===== src/rtl/fdc_pkg.sv =====
// -----------------------------------------------------------------------------
// fdc_pkg
// Shared types and constants for the floppy-controller SD arbiter slice.
//   NUM_DRV     : number of drive channels (fixed at 4, index is 2 bits)
//   drv_idx_t   : drive index type
//   arb_state_t : arbiter FSM states
// -----------------------------------------------------------------------------
package fdc_pkg;

    localparam int NUM_DRV = 4;

    typedef logic [1:0] drv_idx_t;

    typedef enum logic [1:0] {
        ST_IDLE,
        ST_REQ,
        ST_XFER,
        ST_DONE
    } arb_state_t;

endpackage : fdc_pkg


===== src/rtl/fdc_rr_pick.sv =====
// -----------------------------------------------------------------------------
// fdc_rr_pick
// Combinational round-robin picker: returns the first set request found when
// scanning ptr, ptr+1, ... modulo NUM_DRV.
//   req   : per-drive request vector
//   ptr   : scan start index
//   valid : any request set
//   idx   : chosen drive index (equals ptr when nothing is requested)
// -----------------------------------------------------------------------------
module fdc_rr_pick
    import fdc_pkg::*;
(
    input  logic [NUM_DRV-1:0] req,
    input  drv_idx_t           ptr,
    output logic               valid,
    output drv_idx_t           idx
);

    drv_idx_t cand;

    // Scan from the farthest offset down to ptr itself so the nearest
    // requester (lowest offset) is the last, and therefore winning, write.
    always_comb begin
        valid = |req;
        idx   = ptr;
        cand  = ptr;
        for (int k = NUM_DRV - 1; k >= 0; k--) begin
            cand = ptr + drv_idx_t'(k);
            if (req[cand]) begin
                idx = cand;
            end
        end
    end

endmodule : fdc_rr_pick


===== src/rtl/fdc_sd_arbiter.sv =====
// -----------------------------------------------------------------------------
// fdc_sd_arbiter
// Serialises the four per-drive SD sector requests of the floppy controller
// onto a single virtual-disk host port with round-robin fairness, routes the
// host ack and write-buffer byte to/from the granted drive, and flags request
// timeouts.
//
// Ports
//   CLK, RESET_N     : clock (rising edge), async active-low reset
//   drv_lba[4]       : per-drive sector LBA
//   drv_rd / drv_wr  : per-drive level requests, held until acked
//   drv_ack          : per-drive ack, host_ack gated to the granted drive
//   drv_buff_din[4]  : per-drive write-buffer byte
//   img_mounted      : mount pulses; abort a granted request still in REQ
//   host_lba/rd/wr   : request to the VD port
//   host_ack         : VD port ack
//   host_buff_din    : granted drive's buffer byte
//   host_drive       : granted drive index
//   busy             : arbiter not idle
//   err / err_drive  : sticky timeout flag and drive of the last timeout
// -----------------------------------------------------------------------------
module fdc_sd_arbiter
    import fdc_pkg::*;
#(
    parameter logic [23:0] TIMEOUT = 24'd5_000_000
) (
    input  logic                      CLK,
    input  logic                      RESET_N,
    input  logic [NUM_DRV-1:0][31:0]  drv_lba,
    input  logic [NUM_DRV-1:0]        drv_rd,
    input  logic [NUM_DRV-1:0]        drv_wr,
    output logic [NUM_DRV-1:0]        drv_ack,
    input  logic [NUM_DRV-1:0][7:0]   drv_buff_din,
    input  logic [NUM_DRV-1:0]        img_mounted,
    output logic [31:0]               host_lba,
    output logic                      host_rd,
    output logic                      host_wr,
    input  logic                      host_ack,
    output logic [7:0]                host_buff_din,
    output drv_idx_t                  host_drive,
    output logic                      busy,
    output logic                      err,
    output drv_idx_t                  err_drive
);

    localparam logic [23:0] TO_LAST = TIMEOUT - 24'd1;

    arb_state_t  state_q, state_d;
    drv_idx_t    rr_ptr_q, rr_ptr_d;
    drv_idx_t    grant_q, grant_d;
    logic [31:0] host_lba_q, host_lba_d;
    logic        op_wr_q, op_wr_d;
    logic [23:0] cnt_q, cnt_d;
    logic        err_q, err_d;
    drv_idx_t    err_drive_q, err_drive_d;

    logic        pick_vld;
    drv_idx_t    pick_idx;
    logic        abort;
    logic        timed_out;

    fdc_rr_pick u_pick (
        .req   (drv_rd | drv_wr),
        .ptr   (rr_ptr_q),
        .valid (pick_vld),
        .idx   (pick_idx)
    );

    // A mount on the granted drive only matters while the request is pending;
    // once the host has acked, the transfer runs to completion.
    assign abort     = img_mounted[grant_q];
    assign timed_out = (cnt_q == TO_LAST);

    // State and datapath registers.
    always_ff @(posedge CLK or negedge RESET_N) begin
        if (!RESET_N) begin
            state_q     <= ST_IDLE;
            rr_ptr_q    <= '0;
            grant_q     <= '0;
            host_lba_q  <= '0;
            op_wr_q     <= 1'b0;
            cnt_q       <= '0;
            err_q       <= 1'b0;
            err_drive_q <= '0;
        end else begin
            state_q     <= state_d;
            rr_ptr_q    <= rr_ptr_d;
            grant_q     <= grant_d;
            host_lba_q  <= host_lba_d;
            op_wr_q     <= op_wr_d;
            cnt_q       <= cnt_d;
            err_q       <= err_d;
            err_drive_q <= err_drive_d;
        end
    end

    // Next-state logic. Within REQ an abort beats an ack, and an ack beats a
    // timeout landing on the same cycle.
    always_comb begin
        state_d = state_q;
        case (state_q)
            ST_IDLE: if (pick_vld) state_d = ST_REQ;
            ST_REQ: begin
                if (abort)          state_d = ST_DONE;
                else if (host_ack)  state_d = ST_XFER;
                else if (timed_out) state_d = ST_DONE;
            end
            ST_XFER: if (!host_ack) state_d = ST_DONE;
            ST_DONE: state_d = ST_IDLE;
            default: state_d = ST_IDLE;
        endcase
    end

    // Datapath next values.
    always_comb begin
        rr_ptr_d    = rr_ptr_q;
        grant_d     = grant_q;
        host_lba_d  = host_lba_q;
        op_wr_d     = op_wr_q;
        cnt_d       = cnt_q;
        err_d       = err_q;
        err_drive_d = err_drive_q;
        case (state_q)
            ST_IDLE: begin
                if (pick_vld) begin
                    grant_d    = pick_idx;
                    host_lba_d = drv_lba[pick_idx];
                    // Read wins when a drive raises both.
                    op_wr_d    = ~drv_rd[pick_idx];
                    cnt_d      = '0;
                end
            end
            ST_REQ: begin
                if (cnt_q != 24'hFF_FFFF) cnt_d = cnt_q + 24'd1;
                if (!abort && !host_ack && timed_out) begin
                    err_d       = 1'b1;
                    err_drive_d = grant_q;
                end
            end
            ST_DONE: rr_ptr_d = grant_q + drv_idx_t'(1);
            default: ;
        endcase
    end

    // Outputs. Requests are a decode of the registered state so reset drops
    // them asynchronously; ack routing is a zero-latency gate.
    always_comb begin
        host_rd = 1'b0;
        host_wr = 1'b0;
        drv_ack = '0;
        if (state_q == ST_REQ) begin
            host_rd = ~op_wr_q;
            host_wr = op_wr_q;
        end
        if (host_ack && (state_q == ST_REQ || state_q == ST_XFER)) begin
            drv_ack[grant_q] = 1'b1;
        end
    end

    assign host_lba      = host_lba_q;
    assign host_drive    = grant_q;
    assign host_buff_din = drv_buff_din[grant_q];
    assign busy          = (state_q != ST_IDLE);
    assign err           = err_q;
    assign err_drive     = err_drive_q;

endmodule : fdc_sd_arbiter


===== config.mk =====
export PLATFORM = sky130hd
export DESIGN_NAME = fdc_sd_arbiter
export DESIGN_NICKNAME = d
export VERILOG_FILES = /design/src/rtl/fdc_pkg.sv /design/src/rtl/fdc_rr_pick.sv /design/src/rtl/fdc_sd_arbiter.sv
export SDC_FILE = /design/constraint.sdc
export NUM_CORES = 1
export LEC_CHECK = 0
export ABC_AREA = 1
export ABC_CLOCK_PERIOD_IN_PS = 5360
export CORE_ASPECT_RATIO = 0.8
export CORE_UTILIZATION = 46
export CTS_BUF_LIST = sky130_fd_sc_hd__clkbuf_4 sky130_fd_sc_hd__clkbuf_8 sky130_fd_sc_hd__clkbuf_16
export DETAILED_ROUTE_END_ITERATION = 12
export GPL_ROUTABILITY_DRIVEN = 0
export PLACE_DENSITY = 0.91
export SLEW_MARGIN = 10
export SYNTH_ARGS = -nofsm -noshare
export SYNTH_HDL_FRONTEND = slang
export SYNTH_SLANG_ARGS = --single-unit

===== constraint.sdc =====
create_clock -name CLK -period 5.36 [get_ports CLK]
set_input_delay 0.536 -clock CLK [delete_from_list [all_inputs] [get_ports CLK]]
set_output_delay 0.536 -clock CLK [all_outputs]
set_load 0.01 [all_outputs]

==> results.tsv, run 1 <==
metric	value	unit
Post-Syn Instances	789	
Die Ht	95.1	um
Post-CTS Setup Inserts	0	
Routed Antenna Nets	0	
largest net degree at the start of global routing	75	
min Tclk post-route	3.42	ns
Area Growth Syn to Fin	52.3	%
Wirelength per Cell	14.1	um
Primary FF master, synth	dfrtp_1	
initial antenna violation count	0	
fin. max-slew vios	0	
measured slew at the worst slew-check pin	1.14	ns
Synth area leaders	dfrtp_1 (33%), nand2_1 (17%), nand3_1 (12%)	
post-route design area	7590	um^2
first-pass iteration count of the detailed router	5	
CTS Sinks	66	
RSZ-0062 raised after global routing	no	
Post-synth EDFFs	0	
Clk Latency, worst-skew pair	0.32	ns
status	finished clean	
Die Wd	118	um
Leakage	3.65	nW
max-cap violation count	0	
clock buffer depth	2	
fin crit share	63.8	%
Hold Violations, Final	0	
drc violations	0	
Arr. time, crit path	3.62	ns
floorplan row count	33	
hold_ws	0.376	ns
Rel. slew slack	23.6	%
total number of yosys warnings	0	
Iter 0 DRT Violations	394	
GR Overflow Total	0	
routed wire length	16100	um
clock root cell	clkbuf_16	
Final #Nets	1181	
CP Capture Type	flip-flop	
# diodes	0	
slowest CP cell	nand2_2	
fin cells	1142	
number of global-route vias before repair	5733	
final setup vio count	0	
Cell Chain, Critical Path	clkdlybuf4s50_1, nor2_1, nand2_1, nand3_1, nand2_1, o21ai_2, nand3_2, buf_4, nand2_2, buf_4, nand2_1, nand3_1, nand2_1, nand2_1, nand2_1	
CP most frequent cell	nand2_1	
CTS tree	done	
Final HPWL DP	12500	um
Seq/Total Area, Yosys	33.1	%
Resize count post-CTS	0	
initial core utilization	47.9	%
Critical Path RT	5.57	ns
ys async rst share	100	%
FILL cells	843	
Synth top area share	33.1	%
critical path fanouts, max	74	
biggest area consumer among synthesized cells	dfrtp_1	
crit path kind	input pin to flip-flop	
CTS buffer count	9	
Post-Synthesis Cell Area	4990	um^2
CP startpoint kind	input pin	
Via Count	5895	
Top Ports	227	
Reg clk slew, reported paths	0.06	ns
type of the most critical hold path	input pin to async pin	
first-pass GRT wire length	26700	um
Netlist cell types	39	
VDD IR max	0.000309	V
Placed Instances	1126	
final setup skew	0.00697	ns
slowest stage delay, CP	0.85	ns
Setup TNS	0	ns
synthesized net count	973	
core area	10400	um^2
fmax	292	MHz
Via density	5.16	
Tot GR Track Use	29.6	%
Hold Buf Count CTS	0	
share of layout cells above drive strength 1	3.89	%
synthesis-stage register bit count	66	
die footprint	11300	um^2
PnR Total Power	3.77	mW
Area after DPL	7280	um^2
CTS H-tree depth	3	
Power Density	497	nW/um^2
Syn Area/Cell	6.32	um^2
PortBufs	226	
final timing paths:
path	from	endpoint	slack [ns]	cells past startpoint
worst max-delay path	drv_rd[1]	host_lba[21]	1.94	15
max in group asynchronous	RESET_N	host_lba[29]	4.42	2
worst min register to register	host_lba[9]	host_lba[9]	0.47	2
worst max register to register	rr_ptr_q[0]	host_lba[21]	2.13	14
worst min-delay path	RESET_N	host_lba[6]	0.38	2
min in group CLK	host_lba[9]	host_lba[9]	0.47	2
synthesized netlist by cell type (2+ instances only):
cell type / instances
or2_1: 4
nand3_1: 117
o31ai_1: 4
o22ai_1: 8
clkbuf_1: 15
nand4_1: 5
xor2_1: 5
buf_4: 2
nand2_2: 3
nor4_1: 4
or2_0: 6
buf_2: 13
nand2_1: 223
dfrtp_1: 66
or2_2: 7
o211ai_1: 18
a21oi_1: 16
o21a_1: 2
inv_1: 130
nor2_1: 57
ha_1: 9
clkinv_1: 3
xnor2_1: 2
nor3_1: 17
inv_2: 2
o21ai_0: 36
buf_6: 3
registers in the layout, summed over array words and instances, names as in the netlist:
signal      cells
cnt_q          24
err             1
err_drive       2
host_drive      2
host_lba       32
op_wr_q         1
rr_ptr_q        2
state_q         2
placed cells by master (no fill, tap or decap), drive strengths merged, types with 4 or more instances in the layout:
master	Yosys	final
a21oi	16	16
buf	19	7
clkbuf	16	14
clkdlybuf4s50	0	225
clkinv	3	4
dfrtp	66	66
ha	9	9
inv	132	132
nand2	226	226
nand3	118	118
nand4	5	5
nor2	59	59
nor3	17	17
nor4	4	4
o211ai	18	18
o21ai	37	37
o22ai	8	8
o31ai	4	4
or2	17	17
xor2	5	5
per-stage QoR:
stage	setup WS (ns)	util (%)
after floorplan	3.37	-
after detailed placement	1.68	70.0
after global routing	1.65	73.0
final	1.94	73.0
after CTS	2.00	73.0
after global placement	1.79	70.0
logic make-up after synthesis:
kind of cell / Yosys count / share of synthesized area [%]
XOR/XNOR: 7 / 1.23
AO/OA/AOI/OAI: 89 / 10.6
AND/OR/NAND/NOR: 448 / 39.0
adder cells (fa/ha/maj): 9 / 2.26
flip-flops: 66 / 33.1
buffers and inverters: 170 / 13.8
final cells by class:
type / instances / area, um^2 / area share, %
clock buffers: 14 / 275 / 3.62
clock inverters: 2 / 35.0 / 0.461
inverters: 135 / 507 / 6.67
multi-input cells: 553 / 2650 / 34.9
flip-flops and latches: 66 / 1650 / 21.7
well taps: 140 / 175 / 2.31
repair buffers: 232 / 2300 / 30.3
metal layers:
metal | up-vias | share of wire (%) | track usage (%) | wire length (um)
met5 | - | 0 | 0 | 0
met1 | 2615 | 39 | 32.9 | 6240
met2 | 313 | 48 | 54.0 | 7770
met3 | 46 | 9.1 | 7.89 | 1480
li1 | 2921 | - | - | -
met4 | 0 | 4.0 | 13.3 | 650
where the power goes:
part / leakage [nW] / internal (mW) / switching, mW
registers: 0.848 / 0.664 / 0.140
logic: 2.64 / 0.966 / 1.40
clock network: 0.157 / 0.400 / 0.204
critical path: cells and delay by family:
family | cells | cell delay (ns)
AND/OR/NAND/NOR | 11 | 1.84
buffers and inverters | 3 | 1.04
AO/OA/AOI/OAI | 1 | 0.18
No activity file was read; power rests on OpenSTA's default activity.
==> run 2: changes to the inputs <==
ABC_CLOCK_PERIOD_IN_PS = 3350   (was 5360)
CORE_UTILIZATION = 43   (was 46)
PLACE_DENSITY = 0.86   (was 0.91)
clock period = 3.35 ns   (was 5.36 ns; I/O delays follow)
==> results.tsv, run 2 (synthesis results as in run 1) <==
metric	value	unit	change
critical path fanouts, max	14		-81%
# diodes	0		unchanged
Hold Violations, Final	0		unchanged
VDD IR max	0.000483	V	+56%
Iter 0 DRT Violations	405		+2.8%
Via density	5.12		-0.78%
most common cell after layout, fill and taps aside	clkdlybuf4s50_1		
fin crit share	85.8	%	
Arr. time, crit path	3.12	ns	-0.50 ns
max FFs per register	32		unchanged
CP startpoint kind	flip-flop		
fin cells	1152		+0.88%
crit path kind	flip-flop to flip-flop		
initial antenna violation count	0		unchanged
Hold Buf Count CTS	0		unchanged
Critical Path RT	3.60	ns	-1.97 ns
worst path bufs/invs	3		unchanged
Resize count post-CTS	0		unchanged
clock root cell	clkbuf_16		
core area	11100	um^2	+6.3%
most frequent cells in the layout	clkdlybuf4s50_1 (225), nand2_1 (223), inv_1 (130)		
Wirelength per Cell	14.0	um	-0.96%
Setup TNS	0	ns	unchanged
CP Capture Type	flip-flop		
Die Wd	122	um	+3.4%
floorplan row count	34		+3.0%
largest net degree at the start of global routing	72		-4.0%
Rel. slew slack	39.5	%	+16 points
Via Count	5900		+0.085%
die footprint	12000	um^2	+6.8%
Internal	3.44	mW	+70%
measured slew at the worst slew-check pin	0.908	ns	-0.234 ns
Reg clk slew, reported paths	0.06	ns	about the same
Clock power frac	17.7	%	+1.7 points
Power Density	821	nW/um^2	+65%
GR Overflow Total	0		unchanged
max-cap violation count	0		unchanged
Final HPWL DP	12600	um	+0.81%
Routed Antenna Nets	0		unchanged
min Tclk post-route	2.87	ns	
Util after Layout	69.7	%	-3.3 points
CTS tree	done		
PortBufs	226		unchanged
Area after DPL	7350	um^2	+0.86%
slowest stage delay, CP	0.41	ns	-0.44 ns
Leakage	3.69	nW	+1.3%
CTS buffer count	9		unchanged
first-pass GRT wire length	25900	um	-2.7%
P_sw	2.89	mW	+66%
type of the most critical hold path	input pin to async pin		
Placed Instances	1136		+0.89%
Cell Chain, Critical Path	inv_1, ha_1, clkinv_1, nor4_1, nand4_1, nand2_1, nor2_1, inv_1, o21ai_0, a2bb2oi_1		
Reg2Reg Depth	10		-4
routed wire length	16100	um	about the same
RSZ-0062 raised after global routing	no		
Net Sw Frac	45.6	%	-0.59 points
Final #Nets	1187		+0.51%
Area Growth Syn to Fin	54.5	%	
Die Ht	98.3	um	+3.4%
CTS H-tree depth	3		unchanged
first-pass iteration count of the detailed router	6		+1
fin. max-slew vios	0		unchanged
RR Startpoint	state_q[1]		
post-route design area	7700	um^2	+1.4%
CP most frequent cell	inv_1		
Tot GR Track Use	27.3	%	-2.3 points
number of global-route vias before repair	5706		-0.47%
Reg power frac	19.8	%	-1.5 points
delay-heaviest family, CP	simple AND/OR/NAND/NOR gates		
flop-to-flop setup slack	0.48	ns	-1.65 ns
Clk Latency, worst-skew pair	0.33	ns	about the same
Top Ports	227		unchanged
reg2reg end	cnt_q[7]		
initial core utilization	45.1	%	-2.8 points
share of layout cells above drive strength 1	4.46	%	+0.57 points
fmax	348	MHz	
clock buffer depth	2		unchanged
CTS Sinks	66		unchanged
final setup vio count	0		unchanged
drc violations	0		unchanged
Comb power frac	62.5	%	-0.2 points
status	finished clean		
slowest CP cell	dfrtp_1		
Post-CTS Setup Inserts	0		unchanged
final setup skew	0.00876	ns	+0.00178 ns
-- run 2: power groups by stage --
stage / clock network [mW] / logic, mW / registers (mW)
detailed placement: 0 / 3.92 / 1.26
global route: 1.16 / 4.36 / 1.29
CTS: 1.13 / 3.95 / 1.25
global placement: 0 / 3.85 / 1.25
finish: 1.12 / 3.95 / 1.25
floorplan: 0 / 2.44 / 1.31
-- run 2: area by class of cell --
cell class | count | area, um^2
Multi-Input combinational cell | 553 | 2650
Timing Repair Buffer | 238 | 2360
Sequential cell | 66 | 1650
Fill cell | 913 | 3360
Tap cell | 144 | 180
Clock inverter | 4 | 97.6
Inverter | 135 | 507
Clock buffer | 12 | 260
-- run 2: metrics by stage --
step                      setup slack, ns  total power [mW]  hold slack, ns
final                               0.476              6.33           0.133
after global routing                0.266              6.80           0.202
after CTS                           0.506              6.33           0.161
after detailed placement            0.552              5.18           0.464
after global placement              0.629              5.11           0.450
after floorplan                      1.41              3.75          0.0394
-- run 2: worst reg2reg max path: cells and delay by family (launching register included) --
kind	cells	cell delay (ns)
AOI/OAI and AO/OA	2	0.38
buffers and inverters	3	0.78
adders and majority gates	1	0.27
DFF	1	0.41
and+or+nand+nor	4	0.96
-- run 2: worst max-delay path by stage --
stage | startpoint | end | slack (ns) | cells after the start
finish | state_q[1] | cnt_q[7] | 0.48 | 10
global placement | drv_wr[0] | host_lba[27] | 0.63 | 11
CTS | state_q[1] | cnt_q[7] | 0.51 | 10
detailed placement | drv_rd[1] | host_lba[24] | 0.55 | 11
global route | state_q[1] | cnt_q[7] | 0.27 | 10
floorplan | state_q[1] | cnt_q[18] | 1.41 | 11
-- run 2: layer usage --
layer  vias up  wire (um)  GRT usage [%]
li1       2932          -              -
met1      2641       6350           32.2
met2       287       7700           46.3
met3        40       1500           7.07
met4         0        567           12.2
met5         -          0              0
